### src/rtl/jam_pkg.sv
// Shared types and constants for the assignment-search datapath (cost ROM arbiter and friends).
package jam_pkg;

    localparam int IDX_W      = 3;
    localparam int COST_W     = 7;
    localparam int MINCOST_W  = 10;
    localparam int LOCK_BURST = 8;

    typedef enum logic [1:0] {IDLE, ARB, LOCK} arb_state_e;

endpackage

### src/rtl/jam_rr_pick.sv
// Combinational round-robin picker: first set bit of (req & mask) at or after ptr, wrapping.
module jam_rr_pick #(
    parameter int N  = 4,
    parameter int PW = (N > 1) ? $clog2(N) : 1
) (
    input  logic [N-1:0]  req_i,
    input  logic [N-1:0]  mask_i,
    input  logic [PW-1:0] ptr_i,
    output logic [N-1:0]  gnt_o,
    output logic [PW-1:0] idx_o,
    output logic          any_o
);

    logic [N-1:0] cand;
    int unsigned  pos;

    always_comb begin
        cand  = req_i & mask_i;
        gnt_o = '0;
        idx_o = '0;
        any_o = 1'b0;
        pos   = 0;
        for (int k = 0; k < N; k++) begin
            pos = int'(ptr_i) + k;
            if (pos >= N) pos = pos - N;
            if (!any_o && cand[pos]) begin
                any_o      = 1'b1;
                gnt_o[pos] = 1'b1;
                idx_o      = PW'(pos);
            end
        end
    end

endmodule

### src/rtl/jam_cost_rom_arbiter.sv
// Round-robin sharing of the cost-ROM port among NUM_REQ search engines, with burst locking.
// Optional JAM_ARB_LOCK_LIMIT_EN: force-release a lock after LOCK_BURST consecutive owner accepts.
module jam_cost_rom_arbiter
    import jam_pkg::*;
#(
    parameter int NUM_REQ = 4,
    parameter int ROM_LAT = 1
) (
    input  logic                     CLK,
    input  logic                     RST,
    input  logic [NUM_REQ-1:0]       req,
    input  logic [NUM_REQ-1:0]       lock,
    input  logic [NUM_REQ*IDX_W-1:0] req_w,
    input  logic [NUM_REQ*IDX_W-1:0] req_j,
    output logic [NUM_REQ-1:0]       gnt,
    output logic [NUM_REQ-1:0]       rsp_valid,
    output logic [COST_W-1:0]        rsp_cost,
    output logic [IDX_W-1:0]         rom_W,
    output logic [IDX_W-1:0]         rom_J,
    input  logic [COST_W-1:0]        rom_Cost,
    output logic                     busy
);

    localparam int PW = $clog2(NUM_REQ);

    arb_state_e               state_q, state_d;
    logic [PW-1:0]            ptr_q, ptr_d, owner_q, owner_d, win_idx;
    logic [NUM_REQ-1:0]       mask;
    logic                     accept, hold, limit_hit;
    logic [IDX_W-1:0]         rom_w_q, rom_j_q;
    logic [ROM_LAT:0]         vld_pipe_q;
    logic [ROM_LAT:0][PW-1:0] tag_pipe_q;

    // While the owner keeps req&lock it is the only candidate; otherwise ptr_q already
    // sits at owner+1, so a release automatically gives the old owner lowest priority.
    assign hold = (state_q == LOCK) && req[owner_q] && lock[owner_q];
    assign mask = hold ? (NUM_REQ'(1) << owner_q) : '1;

    jam_rr_pick #(.N(NUM_REQ), .PW(PW)) u_pick (
        .req_i  (req),
        .mask_i (mask),
        .ptr_i  (ptr_q),
        .gnt_o  (gnt),
        .idx_o  (win_idx),
        .any_o  (accept)
    );

`ifdef JAM_ARB_LOCK_LIMIT_EN
    logic [2:0] burst_q, burst_d;
    assign limit_hit = hold && (burst_q == 3'(LOCK_BURST - 1));
`else
    assign limit_hit = 1'b0;
`endif

    always_comb begin
        state_d = state_q;
        ptr_d   = ptr_q;
        owner_d = owner_q;
`ifdef JAM_ARB_LOCK_LIMIT_EN
        burst_d = burst_q;
`endif
        if (!accept) begin
            state_d = IDLE;
`ifdef JAM_ARB_LOCK_LIMIT_EN
            burst_d = '0;
`endif
        end else begin
            ptr_d = (win_idx == PW'(NUM_REQ - 1)) ? '0 : win_idx + 1'b1;
            if (hold) begin
                state_d = limit_hit ? ARB : LOCK;
`ifdef JAM_ARB_LOCK_LIMIT_EN
                burst_d = limit_hit ? 3'd0 : burst_q + 3'd1;
`endif
            end else if (lock[win_idx]) begin
                state_d = LOCK;
                owner_d = win_idx;
`ifdef JAM_ARB_LOCK_LIMIT_EN
                burst_d = 3'd1;
`endif
            end else begin
                state_d = ARB;
`ifdef JAM_ARB_LOCK_LIMIT_EN
                burst_d = '0;
`endif
            end
        end
    end

    always_ff @(posedge CLK or posedge RST) begin
        if (RST) begin
            state_q    <= IDLE;
            ptr_q      <= '0;
            owner_q    <= '0;
            rom_w_q    <= '0;
            rom_j_q    <= '0;
            vld_pipe_q <= '0;
            tag_pipe_q <= '0;
        end else begin
            state_q       <= state_d;
            ptr_q         <= ptr_d;
            owner_q       <= owner_d;
            vld_pipe_q[0] <= accept;
            tag_pipe_q[0] <= win_idx;
            if (accept) begin
                rom_w_q <= req_w[win_idx*IDX_W +: IDX_W];
                rom_j_q <= req_j[win_idx*IDX_W +: IDX_W];
            end
            for (int k = 1; k <= ROM_LAT; k++) begin
                vld_pipe_q[k] <= vld_pipe_q[k-1];
                tag_pipe_q[k] <= tag_pipe_q[k-1];
            end
        end
    end

`ifdef JAM_ARB_LOCK_LIMIT_EN
    always_ff @(posedge CLK or posedge RST) begin
        if (RST) burst_q <= '0;
        else     burst_q <= burst_d;
    end
`endif

    assign rom_W     = rom_w_q;
    assign rom_J     = rom_j_q;
    assign rsp_valid = vld_pipe_q[ROM_LAT] ? (NUM_REQ'(1) << tag_pipe_q[ROM_LAT]) : '0;
    assign rsp_cost  = vld_pipe_q[ROM_LAT] ? rom_Cost : '0;
    assign busy      = (state_q == LOCK) | (|vld_pipe_q) | (|gnt);

endmodule

### config.mk
export PLATFORM = sky130hd
export DESIGN_NAME = jam_cost_rom_arbiter
export DESIGN_NICKNAME = d
export VERILOG_FILES = /design/src/rtl/jam_pkg.sv /design/src/rtl/jam_rr_pick.sv /design/src/rtl/jam_cost_rom_arbiter.sv
export SDC_FILE = /design/constraint.sdc
export NUM_CORES = 1
export LEC_CHECK = 0
export BUFFER_PORTS_ARGS = -buffer_cell sky130_fd_sc_hd__buf_2
export CORE_MARGIN = 10
export CORE_UTILIZATION = 51
export CTS_CLUSTER_SIZE = 8
export DETAILED_ROUTE_END_ITERATION = 10
export GPL_TIMING_DRIVEN = 0
export PLACE_DENSITY = 0.86
export SETUP_SLACK_MARGIN = 0.5
export SLEW_MARGIN = 20
export SYNTH_ARGS = -nofsm -noshare
export SYNTH_HDL_FRONTEND = slang
export SYNTH_SLANG_ARGS = --single-unit
### constraint.sdc
create_clock -name CLK -period 3.78 [get_ports CLK]
set_clock_uncertainty 0.1 [all_clocks]
set_input_delay 0.189 -clock CLK [delete_from_list [all_inputs] [get_ports CLK]]
set_output_delay 0.189 -clock CLK [all_outputs]
set_load 0.01 [all_outputs]
==> impl_results.html, run 1 <==
<table>
<tr><th>Metric</th><th>Value</th></tr>
<tr><th colspan="2">Outcome</th></tr>
<tr><td>Result of the run</td><td>completed</td></tr>
<tr><th colspan="2">Power</th></tr>
<tr><td>Total power draw</td><td>roughly 2500 uW</td></tr>
<tr><td>Leakage power</td><td>between 0.001 and 0.0015 uW</td></tr>
<tr><td>Peak supply drop</td><td>approximately 770 uV</td></tr>
<tr><td>Pwr/cell area</td><td>roughly 1000 nW/um^2</td></tr>
<tr><th colspan="2">Clocking</th></tr>
<tr><td>Clock insertion delay at the later pin of the skew report</td><td>between 0.2 and 0.3 ns</td></tr>
<tr><td>Number of buffers created by CTS</td><td>3</td></tr>
<tr><td>CTS Sinks</td><td>18</td></tr>
<tr><td>H-Tree Depth</td><td>1</td></tr>
<tr><td>Buffer levels on the longest clock path</td><td>2</td></tr>
<tr><td>Clock tree from TritonCTS</td><td>built</td></tr>
<tr><td>Clock slew at the register clock pins of the worst setup and hold paths</td><td>0.07 ns</td></tr>
<tr><td>Root buf cell</td><td>sky130_fd_sc_hd__clkbuf_8</td></tr>
<tr><th colspan="2">Global routing</th></tr>
<tr><td>Gr ovfl total</td><td>0</td></tr>
<tr><td>Maximum number of pins on one net before global-route repair</td><td>19</td></tr>
<tr><td>Global-route wire length before repair</td><td>around 8500 um</td></tr>
<tr><td>GRT Total Usage</td><td>15.88%</td></tr>
<tr><td>Vias in the first global route</td><td>1819</td></tr>
<tr><td>Antenna violations before repair</td><td>0</td></tr>
<tr><th colspan="2">Placement</th></tr>
<tr><td>Number of placed instances, taps included</td><td>approximately 300</td></tr>
<tr><td>Routability congestion estimate</td><td>slightly above 0.9</td></tr>
<tr><td>Dpl hpwl</td><td>4060 um</td></tr>
<tr><td>Number of port buffers</td><td>between 50 and 60</td></tr>
<tr><th colspan="2">Yosys</th></tr>
<tr><td>Part of the Yosys area used for sequential elements</td><td>between 20% and 30%</td></tr>
<tr><td>Syn_area_per_cell</td><td>9.328 um^2</td></tr>
<tr><td>Cell count after synthesis</td><td>200</td></tr>
<tr><td>Prevailing post-synth register cell</td><td>sky130_fd_sc_hd__dfrtp_1</td></tr>
<tr><td>Unique masters post-synth</td><td>60</td></tr>
<tr><td>Post-synthesis cell area</td><td>between 1500 and 2000 um^2</td></tr>
<tr><td>Number of enable flip-flop cells after synthesis</td><td>0</td></tr>
<tr><td>FF+latch count, synth</td><td>18</td></tr>
<tr><td>Synthesized Nets</td><td>between 200 and 300</td></tr>
<tr><td>Share of flip-flops with an asynchronous set or reset</td><td>100.0%</td></tr>
<tr><td>Syn. warnings</td><td>0</td></tr>
<tr><th colspan="2">Timing</th></tr>
<tr><td>Max-Slew Margin vs Limit</td><td>between 50% and 60%</td></tr>
<tr><td>Max-slew violation count</td><td>0</td></tr>
<tr><td>Setup repair after global routing missed its margin</td><td>yes</td></tr>
<tr><td>Worst Tran Pin Value</td><td>~0.66 ns</td></tr>
<tr><td>Peak Freq</td><td>about 300 MHz</td></tr>
<tr><td>Total negative slack for setup checks</td><td>0 ns</td></tr>
<tr><td># setup viols final</td><td>0</td></tr>
<tr><td>Time the worst path needs with I/O delays and setup</td><td>3.328 ns</td></tr>
<tr><td>Fin. Hold Viols</td><td>0</td></tr>
<tr><td>Share of the clock period used by the worst path after layout</td><td>roughly nine tenths</td></tr>
<tr><th colspan="2">Critical path</th></tr>
<tr><td>Data arrival, critical path</td><td>3.04 ns</td></tr>
<tr><td>Required time of the critical path</td><td>3.49 ns</td></tr>
<tr><td>Max incr delay on CP</td><td>0.51 ns</td></tr>
<tr><td>Most common cell on crit path</td><td>sky130_fd_sc_hd__buf_6</td></tr>
<tr><td>Largest fanout on the critical path</td><td>6</td></tr>
<tr><td>Critical Path End Type</td><td>output port</td></tr>
<tr><td>Worst r2r src</td><td>state_q[0]</td></tr>
<tr><td>Critical path launch point type</td><td>flop</td></tr>
<tr><td>Launching instance or port of the critical path</td><td>ptr_q[0]</td></tr>
<tr><td>Setup Crit Path Kind</td><td>reg -&gt; out</td></tr>
<tr><td>Ordered cell list for the critical path</td><td>buf_6 &gt; buf_8 &gt; clkinvlp_4 &gt; ha_4 &gt; buf_6 &gt; mux4_2 &gt; o21ai_4 &gt; a21oi_4 &gt; a22o_2 &gt; a221o_1 &gt; nor4b_2 &gt; nand2_1 &gt; buf_2</td></tr>
<tr><td>Crit path max-delay cell type</td><td>sky130_fd_sc_hd__mux4_2</td></tr>
<tr><th colspan="2">Floorplanning</th></tr>
<tr><td>Area of the die</td><td>6477 um^2</td></tr>
<tr><td>Boundary pin count</td><td>63</td></tr>
<tr><td>Std-Cell Rows</td><td>21</td></tr>
<tr><td>Starting density of the core</td><td>54.20%</td></tr>
<tr><td>Vertical extent of the die</td><td>80.48 um</td></tr>
<tr><td>Core box area</td><td>roughly 3400 um^2</td></tr>
<tr><td>Die X</td><td>80.48 um</td></tr>
<tr><th colspan="2">Routing</th></tr>
<tr><td>Drt first-iter violations</td><td>70</td></tr>
<tr><td>Vias after detailed routing</td><td>between 1500 and 2000</td></tr>
<tr><td>Wirelength per Cell</td><td>about 17 um</td></tr>
<tr><td>Total DRC errors in the routed layout</td><td>0</td></tr>
<tr><td>Routed wire length</td><td>~5400 um</td></tr>
<tr><td>Via density</td><td>6.009</td></tr>
<tr><td>Routed Antenna Nets</td><td>0</td></tr>
<tr><td>Number of detailed-routing iterations run before antenna repair</td><td>4</td></tr>
<tr><th colspan="2">Final layout</th></tr>
<tr><td>Fin nets</td><td>between 300 and 400</td></tr>
<tr><td>Final core utilization</td><td>a little over two thirds</td></tr>
<tr><td>Most frequent cells in the layout</td><td>sky130_fd_sc_hd__buf_2, sky130_fd_sc_hd__dfrtp_1, sky130_fd_sc_hd__nor2_1, sky130_fd_sc_hd__nand3_1, sky130_fd_sc_hd__buf_4</td></tr>
<tr><td>Commonest non-fill, non-tap cell in the layout</td><td>sky130_fd_sc_hd__buf_2</td></tr>
<tr><td>Filler instances</td><td>270</td></tr>
<tr><td>Share of layout cells above drive strength 1</td><td>44.32%</td></tr>
<tr><td>Count of placed standard cells in the final layout, fillers left out</td><td>319</td></tr>
<tr><td>Growth of design area from synthesis to finish</td><td>29.78%</td></tr>
<tr><td>Number of inserted diodes</td><td>0</td></tr>
<tr><th colspan="2">Worst hold path</th></tr>
<tr><td>Worst hold-check path type</td><td>in -&gt; reg</td></tr>
<tr><td>Origin of the worst min-delay path</td><td>req_w[0]</td></tr>
<tr><th colspan="2">Run</th></tr>
<tr><td>Number of max-capacitance violations reported</td><td>0</td></tr>
</table>
worst paths after layout:
check	endpoint	slack, ns	cells past startpoint
setup reg to reg	ptr_q[0]	0.51	10
hold reg to reg	tag_pipe_q[3]	0.25	0
hold / removal	rom_W[0]	0.16	3
max in group asynchronous	ptr_q[0]	2.65	3
setup / recovery	busy	0.45	13
min in group asynchronous	rom_J[1]	0.46	3
critical path: cells and delay by family (launching register included):
kind | cells | cell delay (ns)
simple gates | 2 | 0.34
flops | 1 | 0.40
compound gates | 4 | 0.71
mux | 1 | 0.51
buf+inv | 5 | 0.55
fa+ha+maj | 1 | 0.27
timing repair:
action                     4_1_cts  5_1_grt
setup buffers                    6        3
gates resized for setup         10        6
setup endpoints to repair       18       11
pin swaps                        1        3
hold buffers                     1        0
hold endpoints to repair        18        0
logic make-up after synthesis:
logic type	count (synthesis)	synth area share (%)
flops	18	24.14
fa+ha+maj	9	6.036
mux	14	10.13
buf+inv	18	6.102
simple gates	83	27.70
compound gates	58	25.89
power by group:
part	internal (uW)	total [uW]	switching [uW]
registers	304	364	59.7
clock network	92.7	159	66.5
logic	921	2000	1080
synthesized netlist by cell type (all sizes together), types with 7 or more instances:
master | count | area [um^2]
ha | 9 | 112.6
a211oi | 10 | 92.59
dfrtp | 18 | 450.4
buf | 10 | 82.57
and2 | 12 | 76.33
and3 | 10 | 62.56
nand2 | 11 | 56.30
o21ai | 13 | 65.06
nor2 | 14 | 60.06
nand3 | 13 | 65.06
a21oi | 7 | 46.30
mux2i | 8 | 80.08
final cells by class:
class	count	area [um^2]	share of cell area, %
multi-input cells	164	1348	55.66
flip-flops and latches	18	452.9	18.71
repair buffers	69	372.9	15.40
plain buffers	12	105.1	4.341
well taps	46	57.56	2.377
clock buffers	4	55.05	2.274
inverters	6	30.03	1.240
through the flow:
| step | hold WS (ns) | setup WS [ns] | cell area (um^2) |
|---|---|---|---|
| after floorplan | 0.02750 | 0.5038 | 1867 |
| after global placement | 0.2043 | 0.08448 | 2220 |
| after detailed placement | 0.2132 | 0.05669 | 2220 |
| after CTS | 0.1612 | 0.5058 | 2362 |
| after global routing | 0.1879 | 0.3118 | 2421 |
| final | 0.1563 | 0.4518 | 2421 |
metal layers:
layer	vias to the layer above	track usage, %	wire, um
met3	5	5.234	470
met4	0	2.641	20
met2	71	27.87	2709
met1	923	18.41	2240
met5	-	0	0
li1	918	-	-
flip-flops by register name (all words and copies together) (netlist names):
signal and cells:
owner_q 2, ptr_q 2, rom_W 3, vld_pipe_q 2, state_q 2, tag_pipe_q 4, rom_J 3
No activity file was read; power rests on OpenSTA's default activity.
==> run 2, diff against run 1 <==
--- a/config.mk
+++ b/config.mk
@@ -5,15 +5,17 @@
 export SDC_FILE = /design/constraint.sdc
 export NUM_CORES = 1
 export LEC_CHECK = 0
+export ABC_AREA = 1
 export BUFFER_PORTS_ARGS = -buffer_cell sky130_fd_sc_hd__buf_2
 export CORE_MARGIN = 10
-export CORE_UTILIZATION = 51
+export CORE_UTILIZATION = 49
 export CTS_CLUSTER_SIZE = 8
 export DETAILED_ROUTE_END_ITERATION = 10
 export GPL_TIMING_DRIVEN = 0
-export PLACE_DENSITY = 0.86
+export PLACE_DENSITY = 0.85
 export SETUP_SLACK_MARGIN = 0.5
 export SLEW_MARGIN = 20
 export SYNTH_ARGS = -nofsm -noshare
 export SYNTH_HDL_FRONTEND = slang
+export SYNTH_HIERARCHICAL = 1
 export SYNTH_SLANG_ARGS = --single-unit
==> run 2 against run 1 <==
Net effect: wire length is 20% lower; via count is 7.5% lower; synthesized area is 12% lower; sequential power is 5% higher; critical path type unchanged; highest routed layer unchanged.
==> impl_results.html, run 2 <==
<table>
<tr><th>Metric</th><th>Value</th></tr>
<tr><th colspan="2">Outcome</th></tr>
<tr><td>Result of the run</td><td>completed</td></tr>
<tr><th colspan="2">Floorplanning</th></tr>
<tr><td>Core box area</td><td>roughly 3300 um^2</td></tr>
<tr><td>Std-Cell Rows</td><td>21</td></tr>
<tr><td>Die X</td><td>~80 um</td></tr>
<tr><td>Vertical extent of the die</td><td>just under 80 um</td></tr>
<tr><td>Starting density of the core</td><td>between 50% and 60%</td></tr>
<tr><td>Area of the die</td><td>between 6000 and 7000 um^2</td></tr>
<tr><td>Boundary pin count</td><td>63</td></tr>
<tr><th colspan="2">Final layout</th></tr>
<tr><td>Largest register by flop count</td><td>tag_pipe_q</td></tr>
<tr><td>Total area of multi-input combinational cells</td><td>1069 um^2</td></tr>
<tr><td>Fin nets</td><td>roughly 370</td></tr>
<tr><td>Commonest non-fill, non-tap cell in the layout</td><td>sky130_fd_sc_hd__buf_2</td></tr>
<tr><td>Filler instances</td><td>roughly 300</td></tr>
<tr><td>Total area of sequential cells</td><td>451.7 um^2</td></tr>
<tr><td>Share of layout cells above drive strength 1</td><td>33.75%</td></tr>
<tr><td>Number of inserted diodes</td><td>0</td></tr>
<tr><td>Flip-flop count of the largest register after layout</td><td>4</td></tr>
<tr><td>Growth of design area from synthesis to finish</td><td>27.31%</td></tr>
<tr><td>Most frequent cells in the layout</td><td>sky130_fd_sc_hd__buf_2, sky130_fd_sc_hd__nand2_1, sky130_fd_sc_hd__nor2_1</td></tr>
<tr><th colspan="2">Critical path</th></tr>
<tr><td>Critical Path End Type</td><td>output port</td></tr>
<tr><td>Required time of the critical path</td><td>3.49 ns</td></tr>
<tr><td>Count of buffer and inverter cells on the critical path</td><td>3</td></tr>
<tr><td>Worst setup slack for register-to-register paths</td><td>between 0.8 and 0.9 ns</td></tr>
<tr><td>Ordered cell list for the critical path</td><td>inv_1 &gt; ha_2 &gt; inv_1 &gt; nand2_2 &gt; nand2_4 &gt; nand3_1 &gt; nand2_1 &gt; nor2_1 &gt; nand2_1 &gt; nor4_2 &gt; nand3_1 &gt; buf_2</td></tr>
<tr><td>Data arrival, critical path</td><td>2.65 ns</td></tr>
<tr><td>Largest fanout on the critical path</td><td>9</td></tr>
<tr><td>Top Family by Delay on Critical Path</td><td>simple AND/OR/NAND/NOR gates</td></tr>
<tr><td>Max incr delay on CP</td><td>approximately 0.55 ns</td></tr>
<tr><td>Critical path launch point type</td><td>flop</td></tr>
<tr><td>Crit path max-delay cell type</td><td>sky130_fd_sc_hd__dfrtp_1</td></tr>
<tr><td>Setup Crit Path Kind</td><td>reg -&gt; out</td></tr>
<tr><th colspan="2">Timing</th></tr>
<tr><td># setup viols final</td><td>0</td></tr>
<tr><td>Max-Slew Margin vs Limit</td><td>55.46%</td></tr>
<tr><td>Fin. Hold Viols</td><td>0</td></tr>
<tr><td>Crit path setup slack, layout</td><td>0.8393 ns</td></tr>
<tr><td>Max-slew violation count</td><td>0</td></tr>
<tr><td>Time the worst path needs with I/O delays and setup</td><td>approximately 2.9 ns</td></tr>
<tr><td>Setup repair after global routing missed its margin</td><td>no</td></tr>
<tr><td>Share of the clock period used by the worst path after layout</td><td>77.80%</td></tr>
<tr><td>Peak Freq</td><td>roughly 340 MHz</td></tr>
<tr><td>Worst Tran Pin Value</td><td>between 0.6 and 0.7 ns</td></tr>
<tr><td>Total negative slack for setup checks</td><td>0 ns</td></tr>
<tr><th colspan="2">Clocking</th></tr>
<tr><td>Root buf cell</td><td>sky130_fd_sc_hd__clkbuf_4</td></tr>
<tr><td>Number of buffers created by CTS</td><td>3</td></tr>
<tr><td>H-Tree Depth</td><td>1</td></tr>
<tr><td>Clock tree from TritonCTS</td><td>built</td></tr>
<tr><td>Clock insertion delay at the later pin of the skew report</td><td>between 0.2 and 0.3 ns</td></tr>
<tr><td>Clock slew at the register clock pins of the worst setup and hold paths</td><td>approximately 0.10 ns</td></tr>
<tr><td>CTS Sinks</td><td>18</td></tr>
<tr><td>Buffer levels on the longest clock path</td><td>2</td></tr>
<tr><th colspan="2">Yosys</th></tr>
<tr><td>Area share of the leading cell type in the synthesized netlist</td><td>between 20% and 30%</td></tr>
<tr><td>Cell types with the largest area share after synthesis</td><td>sky130_fd_sc_hd__dfrtp_1, sky130_fd_sc_hd__nand2_1, sky130_fd_sc_hd__nor2_1</td></tr>
<tr><td>Unique masters post-synth</td><td>29</td></tr>
<tr><td>Part of the Yosys area used for sequential elements</td><td>roughly 27%</td></tr>
<tr><td>Syn. warnings</td><td>6</td></tr>
<tr><td>Synthesized Nets</td><td>300</td></tr>
<tr><td>FF+latch count, synth</td><td>18</td></tr>
<tr><td>Prevailing post-synth register cell</td><td>sky130_fd_sc_hd__dfrtp_1</td></tr>
<tr><td>Number of enable flip-flop cells after synthesis</td><td>0</td></tr>
<tr><td>Top cells by count, synth</td><td>sky130_fd_sc_hd__nand2_1, sky130_fd_sc_hd__nor2_1, sky130_fd_sc_hd__nand3_1, sky130_fd_sc_hd__inv_1, sky130_fd_sc_hd__dfrtp_1</td></tr>
<tr><td>Cell count after synthesis</td><td>250</td></tr>
<tr><td>Leading cell type by number of instances after synthesis</td><td>sky130_fd_sc_hd__nand2_1</td></tr>
<tr><td>Post-synthesis cell area</td><td>approximately 1600 um^2</td></tr>
<tr><td>Syn_area_per_cell</td><td>approximately 6.6 um^2</td></tr>
<tr><td>Share of flip-flops with an asynchronous set or reset</td><td>100.0%</td></tr>
<tr><td>Largest area contributor in the netlist</td><td>sky130_fd_sc_hd__dfrtp_1</td></tr>
<tr><th colspan="2">Power</th></tr>
<tr><td>Leakage power</td><td>~0.0012 uW</td></tr>
<tr><td>Switching power share of the total</td><td>55.38%</td></tr>
<tr><td>Fraction of power consumed by sequential logic</td><td>16.1%</td></tr>
<tr><td>Combinational Power Share</td><td>79.0%</td></tr>
<tr><td>Peak supply drop</td><td>around 720 uV</td></tr>
<tr><td>Relative contribution of the clock network to total power</td><td>under 10%</td></tr>
<tr><td>Internal cell power</td><td>between 1000 and 1500 uW</td></tr>
<tr><td>Net switching power</td><td>about 1300 uW</td></tr>
<tr><td>Pwr/cell area</td><td>between 1000 and 1500 nW/um^2</td></tr>
<tr><th colspan="2">Placement</th></tr>
<tr><td>Dpl hpwl</td><td>3486 um</td></tr>
<tr><td>Setup Slack @ Placement</td><td>0.7561 ns</td></tr>
<tr><td>Number of port buffers</td><td>just over 60</td></tr>
<tr><td>Routability congestion estimate</td><td>just over 0.8</td></tr>
<tr><th colspan="2">Global routing</th></tr>
<tr><td>Antenna violations before repair</td><td>0</td></tr>
<tr><td>Global-route wire length before repair</td><td>~7500 um</td></tr>
<tr><td>Maximum number of pins on one net before global-route repair</td><td>19</td></tr>
<tr><td>Met2 Track Usage GR</td><td>between 20% and 30%</td></tr>
<tr><td>Vias in the first global route</td><td>approximately 1700</td></tr>
<tr><td>Busiest metal layer after global routing</td><td>met2</td></tr>
<tr><td>GRT Total Usage</td><td>between 10 and 15%</td></tr>
<tr><td>GR met3 Demand/Resource</td><td>about 5.5%</td></tr>
<tr><td>Met1 Resource Use GR</td><td>roughly 16%</td></tr>
<tr><td>Gr ovfl total</td><td>0</td></tr>
<tr><th colspan="2">Run</th></tr>
<tr><td>Number of max-capacitance violations reported</td><td>0</td></tr>
<tr><th colspan="2">Routing</th></tr>
<tr><td>Total DRC errors in the routed layout</td><td>0</td></tr>
<tr><td>Routed wire length</td><td>4338 um</td></tr>
<tr><td>Drt first-iter violations</td><td>94</td></tr>
<tr><td>Wirelength per Cell</td><td>11.95 um</td></tr>
<tr><td>Via density</td><td>slightly below 5</td></tr>
<tr><td>Vias after detailed routing</td><td>around 1800</td></tr>
<tr><td>Number of detailed-routing iterations run before antenna repair</td><td>5</td></tr>
<tr><td>Routed Antenna Nets</td><td>0</td></tr>
<tr><th colspan="2">Worst hold path</th></tr>
<tr><td>Worst hold-check path type</td><td>in -&gt; reg</td></tr>
</table>
==> run 2: cell count changes after synthesis, sizes merged, moves of 6 or more <==
cell and delta:
and3 -10, a21oi -6, nand2 +59, and2 -12
nand3 +19, mux2i -8, a211oi -10, inv +23
nor2 +35, buf -6
==> run 2: power groups by stage <==
stage	clock [uW]	combinational [uW]	sequential, uW
finish	117	1880	382
global route	128	2140	397
CTS	119	1810	378
detailed placement	0	1810	381
global placement	0	1760	379
floorplan	0	1380	386
==> run 2: area by class of cell <==
cell class / instances / share of cell area [%]
multi-input combinational: 196 / 50.89
sequential: 18 / 21.51
timing repair buffer: 63 / 15.26
inverter: 29 / 5.662
tap: 46 / 2.741
buffer: 7 / 2.205
clock buffer: 4 / 1.728
==> run 2: kinds of logic (layout without fill, tap and decap cells) <==
kind of cell / Yosys count / in the layout / synth area share (%)
simple gates: 163 / 163 / 47.65
compound gates: 24 / 24 / 8.650
buf+inv: 36 / 103 / 9.560
flops: 18 / 18 / 27.31
fa+ha+maj: 9 / 9 / 6.829
==> run 2: metrics by stage <==
stage	std cells	cell area, um^2	util, %	hold WS (ns)	power [uW]
after floorplan	250	1649	-	0.02757	1767
after global placement	358	2017	61.41	0.2080	2136
after detailed placement	358	2017	61.41	0.2135	2188
after CTS	363	2063	62.82	0.08206	2305
after global routing	363	2100	63.92	0.09261	2668
final	363	2100	63.92	0.08400	2382
==> run 2: path summary, 6_finish.rpt <==
kind	cells past startpoint	end	start
worst max-delay path	12	busy	ptr_q[1]
worst min-delay path	3	rom_J[1]	req_j[4]
worst max register to register	18	rom_W[1]	owner_q[0]
worst min register to register	0	tag_pipe_q[3]	tag_pipe_q[1]
max in group asynchronous	3	owner_q[0]	RST
min in group asynchronous	3	rom_W[2]	RST
==> run 2: routing by layer <==
metal	share of wire [%]	up-vias
li1	-	940
met1	42	782
met2	50	47
met3	7.6	4
met4	0.69	0
met5	0	-
==> run 2: worst register-to-register path, stage by stage, from the launching register on <==
cell and delay [ns]:
sky130_fd_sc_hd__dfrtp_2 0.48, sky130_fd_sc_hd__inv_4 0.10, sky130_fd_sc_hd__nand2_1 0.08, sky130_fd_sc_hd__nor2_2 0.13
sky130_fd_sc_hd__nor2_4 0.05, sky130_fd_sc_hd__nand3_4 0.12, sky130_fd_sc_hd__inv_2 0.06, sky130_fd_sc_hd__o21ai_1 0.12
sky130_fd_sc_hd__nand3_1 0.15, sky130_fd_sc_hd__nand2_2 0.12, sky130_fd_sc_hd__inv_1 0.08, sky130_fd_sc_hd__o21ai_4 0.19
sky130_fd_sc_hd__nand4_1 0.13, sky130_fd_sc_hd__nand2_1 0.13, sky130_fd_sc_hd__clkbuf_4 0.20, sky130_fd_sc_hd__inv_2 0.07
sky130_fd_sc_hd__clkbuf_2 0.17, sky130_fd_sc_hd__o21ai_0 0.20, sky130_fd_sc_hd__a31oi_1 0.10
==> run 2: repair_timing <==
item / in CTS / in global routing
endpoints found under the setup margin: 0 / 9
hold buffers: 1 / 0
setup buffers: 0 / 0
gates resized for setup: 0 / 18
endpoints found under the hold margin: 18 / 0
==> run 3, diff against run 2 <==
--- a/config.mk
+++ b/config.mk
@@ -5,7 +5,7 @@
 export SDC_FILE = /design/constraint.sdc
 export NUM_CORES = 1
 export LEC_CHECK = 0
-export ABC_AREA = 1
+export ABC_AREA = 0
 export BUFFER_PORTS_ARGS = -buffer_cell sky130_fd_sc_hd__buf_2
 export CORE_MARGIN = 10
 export CORE_UTILIZATION = 49
==> constraint.sdc (replaced) <==
create_clock -name CLK -period 2.85 [get_ports CLK]
set_clock_uncertainty 0.1 [all_clocks]
set_input_delay 0.1425 -clock CLK [delete_from_list [all_inputs] [get_ports CLK]]
set_output_delay 0.1425 -clock CLK [all_outputs]
set_load 0.01 [all_outputs]
==> run 3 against run 2 <==
Net effect: the flow now finishes with violations (setup timing); synthesized area decreased by 1.3%; first-iteration DRC count is 8.5% lower; worst hold slack better by 0.094 ns; count of clock-buffer cells in the layout is the same; design area up 18%; die area fell by 0.96%; clock power up 44%; wire length is 42% higher; via count increased by 2.1%; total power grew 59%; critical path type is now reg -> reg; largest power group unchanged; highest routed layer unchanged.
==> impl_results.html, run 3 <==
<table>
<tr><th>Metric</th><th>Value</th></tr>
<tr><th colspan="2">Run</th></tr>
<tr><td>Number of max-capacitance violations reported</td><td>0</td></tr>
<tr><th colspan="2">Timing</th></tr>
<tr><td>Crit path setup slack, layout</td><td>-0.6979 ns</td></tr>
<tr><td>Worst Tran Pin Value</td><td>slightly above 0.7 ns</td></tr>
<tr><td>Max-slew violation count</td><td>0</td></tr>
<tr><td>Worst hold slack</td><td>roughly 0.18 ns</td></tr>
<tr><td>Time the worst path needs with I/O delays and setup</td><td>3.548 ns</td></tr>
<tr><td>Total negative slack for setup checks</td><td>-9.947 ns</td></tr>
<tr><td>Share of the clock period used by the worst path after layout</td><td>124.5%</td></tr>
<tr><td>Setup repair after global routing missed its margin</td><td>yes</td></tr>
<tr><td>Max-Slew Margin vs Limit</td><td>about 52%</td></tr>
<tr><td>Fin. Hold Viols</td><td>0</td></tr>
<tr><td>Peak Freq</td><td>around 280 MHz</td></tr>
<tr><td># setup viols final</td><td>18</td></tr>
<tr><th colspan="2">Power</th></tr>
<tr><td>Relative contribution of the clock network to total power</td><td>4.5%</td></tr>
<tr><td>Fraction of power consumed by sequential logic</td><td>13.4%</td></tr>
<tr><td>Leakage power</td><td>roughly 0.0012 uW</td></tr>
<tr><td>Net switching power</td><td>between 1500 and 2000 uW</td></tr>
<tr><td>Switching power share of the total</td><td>44.86%</td></tr>
<tr><td>Internal cell power</td><td>between 2000 and 2500 uW</td></tr>
<tr><td>Peak supply drop</td><td>between 800 and 900 uV</td></tr>
<tr><td>Combinational Power Share</td><td>roughly 80%</td></tr>
<tr><td>Pwr/cell area</td><td>1526 nW/um^2</td></tr>
<tr><th colspan="2">Routing</th></tr>
<tr><td>Via density</td><td>~6.1</td></tr>
<tr><td>Routed wire length</td><td>a little over 6000 um</td></tr>
<tr><td>Drt first-iter violations</td><td>86</td></tr>
<tr><td>Wirelength per Cell</td><td>20.75 um</td></tr>
<tr><td>Total DRC errors in the routed layout</td><td>0</td></tr>
<tr><td>Routed Antenna Nets</td><td>0</td></tr>
<tr><td>Number of detailed-routing iterations run before antenna repair</td><td>4</td></tr>
<tr><td>Vias after detailed routing</td><td>between 1500 and 2000</td></tr>
<tr><th colspan="2">Floorplanning</th></tr>
<tr><td>Starting density of the core</td><td>52.04%</td></tr>
<tr><td>Die X</td><td>slightly below 80 um</td></tr>
<tr><td>Vertical extent of the die</td><td>roughly 78 um</td></tr>
<tr><td>Core box area</td><td>approximately 3100 um^2</td></tr>
<tr><td>Std-Cell Rows</td><td>20</td></tr>
<tr><td>Area of the die</td><td>6027 um^2</td></tr>
<tr><td>Boundary pin count</td><td>63</td></tr>
<tr><th colspan="2">Yosys</th></tr>
<tr><td>Number of enable flip-flop cells after synthesis</td><td>0</td></tr>
<tr><td>Area share of the leading cell type in the synthesized netlist</td><td>roughly 28%</td></tr>
<tr><td>Cell types with the largest area share after synthesis</td><td>sky130_fd_sc_hd__dfrtp_1, sky130_fd_sc_hd__mux4_1, sky130_fd_sc_hd__mux4_2</td></tr>
<tr><td>Syn. warnings</td><td>6</td></tr>
<tr><td>Post-synthesis cell area</td><td>~1600 um^2</td></tr>
<tr><td>Syn_area_per_cell</td><td>10.24 um^2</td></tr>
<tr><td>Cell count after synthesis</td><td>about 160</td></tr>
<tr><td>Leading cell type by number of instances after synthesis</td><td>sky130_fd_sc_hd__dfrtp_1</td></tr>
<tr><td>Prevailing post-synth register cell</td><td>sky130_fd_sc_hd__dfrtp_1</td></tr>
<tr><td>Top cells by count, synth</td><td>sky130_fd_sc_hd__dfrtp_1, sky130_fd_sc_hd__nor2_1, sky130_fd_sc_hd__o21ai_0, sky130_fd_sc_hd__and2_1, sky130_fd_sc_hd__ha_1</td></tr>
<tr><td>FF+latch count, synth</td><td>18</td></tr>
<tr><td>Share of flip-flops with an asynchronous set or reset</td><td>100.0%</td></tr>
<tr><td>Largest area contributor in the netlist</td><td>sky130_fd_sc_hd__dfrtp_1</td></tr>
<tr><td>Part of the Yosys area used for sequential elements</td><td>~28%</td></tr>
<tr><td>Synthesized Nets</td><td>around 210</td></tr>
<tr><td>Unique masters post-synth</td><td>44</td></tr>
<tr><th colspan="2">Critical path</th></tr>
<tr><td>Largest fanout on the critical path</td><td>6</td></tr>
<tr><td>Setup Crit Path Kind</td><td>reg -&gt; reg</td></tr>
<tr><td>Critical path launch point type</td><td>flop</td></tr>
<tr><td>Top Family by Delay on Critical Path</td><td>multiplexers</td></tr>
<tr><td>Crit path max-delay cell type</td><td>sky130_fd_sc_hd__mux4_2</td></tr>
<tr><td>Ordered cell list for the critical path</td><td>buf_4 &gt; nand3_1 &gt; o21ai_0 &gt; a22o_4 &gt; o21ai_2 &gt; nand2_2 &gt; mux4_2 &gt; o31ai_1 &gt; a22o_1 &gt; buf_4 &gt; buf_6 &gt; mux4_2 &gt; mux2_4</td></tr>
<tr><td>Count of buffer and inverter cells on the critical path</td><td>3</td></tr>
<tr><td>Critical Path End Type</td><td>flop</td></tr>
<tr><td>Max incr delay on CP</td><td>0.55 ns</td></tr>
<tr><td>Data arrival, critical path</td><td>around 3.7 ns</td></tr>
<tr><td>Required time of the critical path</td><td>2.96 ns</td></tr>
<tr><td>Worst setup slack for register-to-register paths</td><td>-0.70 ns</td></tr>
<tr><th colspan="2">Clocking</th></tr>
<tr><td>CTS Sinks</td><td>18</td></tr>
<tr><td>Buffer levels on the longest clock path</td><td>2</td></tr>
<tr><td>H-Tree Depth</td><td>1</td></tr>
<tr><td>Root buf cell</td><td>sky130_fd_sc_hd__clkbuf_4</td></tr>
<tr><td>Clock slew at the register clock pins of the worst setup and hold paths</td><td>approximately 0.11 ns</td></tr>
<tr><td>Number of buffers created by CTS</td><td>3</td></tr>
<tr><td>Clock insertion delay at the later pin of the skew report</td><td>between 0.3 and 0.4 ns</td></tr>
<tr><td>Clock tree from TritonCTS</td><td>built</td></tr>
<tr><th colspan="2">Final layout</th></tr>
<tr><td>Commonest non-fill, non-tap cell in the layout</td><td>sky130_fd_sc_hd__buf_2</td></tr>
<tr><td>Largest register by flop count</td><td>tag_pipe_q</td></tr>
<tr><td>Most frequent cells in the layout</td><td>sky130_fd_sc_hd__buf_2, sky130_fd_sc_hd__buf_4, sky130_fd_sc_hd__dfrtp_1</td></tr>
<tr><td>Flip-flop count of the largest register after layout</td><td>4</td></tr>
<tr><td>Filler instances</td><td>around 180</td></tr>
<tr><td>Growth of design area from synthesis to finish</td><td>52.34%</td></tr>
<tr><td>Count of placed standard cells in the final layout, fillers left out</td><td>slightly below 300</td></tr>
<tr><td>Fin nets</td><td>around 300</td></tr>
<tr><td>Final Instance Area</td><td>approximately 2500 um^2</td></tr>
<tr><td>Share of layout cells above drive strength 1</td><td>a little over three fifths</td></tr>
<tr><td>Number of inserted diodes</td><td>0</td></tr>
<tr><th colspan="2">Global routing</th></tr>
<tr><td>Vias in the first global route</td><td>around 1800</td></tr>
<tr><td>Maximum number of pins on one net before global-route repair</td><td>19</td></tr>
<tr><td>Global-route wire length before repair</td><td>around 9100 um</td></tr>
<tr><td>GRT Total Usage</td><td>a little under a fifth</td></tr>
<tr><td>Antenna violations before repair</td><td>0</td></tr>
<tr><td>Gr ovfl total</td><td>0</td></tr>
<tr><th colspan="2">Placement</th></tr>
<tr><td>Dpl hpwl</td><td>approximately 3800 um</td></tr>
<tr><td>Routability congestion estimate</td><td>roughly 0.86</td></tr>
<tr><td>Number of placed instances, taps included</td><td>approximately 270</td></tr>
<tr><td>Number of port buffers</td><td>between 60 and 70</td></tr>
<tr><td>Standard cell area after detailed placement</td><td>2007 um^2</td></tr>
<tr><td>Setup Slack @ Placement</td><td>-0.8834 ns</td></tr>
<tr><th colspan="2">Outcome</th></tr>
<tr><td>Result of the run</td><td>finished, violations left</td></tr>
<tr><td>Violated checks</td><td>setup timing</td></tr>
<tr><th colspan="2">Worst hold path</th></tr>
<tr><td>Worst hold-check path type</td><td>in -&gt; reg</td></tr>
</table>
==> run 3: cell types whose count changed in the layout (fill, tap and decap cells not counted), sizes merged, moves of 7 or more <==
cell / previous run / this run
mux2: 0 / 8
nand2: 70 / 8
and2: 0 / 11
nand3: 32 / 8
inv: 29 / 6
nor2: 49 / 11
mux4: 0 / 12
buf: 65 / 92
a31oi: 7 / 0
==> run 3: tightest hold or removal path, cell delays in order <==
cell                     delay (ns)
sky130_fd_sc_hd__buf_2         0.07
sky130_fd_sc_hd__mux4_2        0.22
sky130_fd_sc_hd__mux2_4        0.13
==> run 3: final cells by class <==
cell class	instances	area (um^2)	area share [%]
Clock buffer	4	36.28	1.463
Timing Repair Buffer	89	551.8	22.25
Tap cell	44	55.05	2.220
Sequential cell	18	454.2	18.31
Multi-Input combinational cell	127	1280	51.61
Buffer	8	80.08	3.229
Inverter	6	22.52	0.9082
==> run 3: power by group through the flow <==
stage / Clock [uW] / Sequential, uW / Combinational, uW
after floorplan: 0 / 510 / 1610
final: 168 / 508 / 3110
after global routing: 179 / 520 / 3310
after detailed placement: 0 / 520 / 2120
after global placement: 0 / 507 / 2060
after CTS: 161 / 497 / 2640
==> run 3: metal layers <==
layer | track usage [%] | up-vias | wire length, um
met4 | 11.13 | 0 | 236
met5 | 0 | - | 0
met1 | 18.47 | 850 | 2049
met3 | 5.415 | 28 | 621
li1 | - | 808 | -
met2 | 33.25 | 124 | 3235
==> run 3: through the flow <==
stage,power (uW),util (%)
floorplan,2117,-
global placement,2565,64.16
detailed placement,2645,64.16
CTS,3297,73.72
global route,4013,79.28
finish,3783,79.28
==> run 3: repair_timing <==
item | 4_1_cts | 5_1_grt
pin swaps | 7 | 9
cloned | 1 | 1
hold endpoints to repair | 18 | 0
gates resized for setup | 34 | 25
endpoints found under the setup margin | 20 | 20
hold buffers | 1 | 0
buffers inserted | 16 | 8
==> run 3: kinds of logic (layout without fill, tap and decap cells) <==
| logic type | count (synthesis) | after routing | share of synthesized area (%) |
|---|---|---|---|
| AOI/OAI and AO/OA | 37 | 37 | 16.14 |
| buffers and inverters | 14 | 107 | 4.919 |
| adders and majority gates | 9 | 9 | 6.918 |
| DFF | 18 | 18 | 27.67 |
| muxes | 21 | 21 | 24.14 |
| and+or+nand+nor | 60 | 60 | 20.22 |
==> run 3: worst paths after layout <==
| path | end | cells after the start | startpoint |
|---|---|---|---|
| setup / recovery | rom_J[1] | 13 | owner_q[1] |
| setup reg to reg | rom_J[1] | 13 | owner_q[1] |
| hold / removal | rom_W[0] | 3 | req_w[9] |
| max in group asynchronous | ptr_q[1] | 3 | RST |
| hold reg to reg | tag_pipe_q[3] | 0 | tag_pipe_q[1] |
| min in group asynchronous | state_q[0] | 3 | RST |
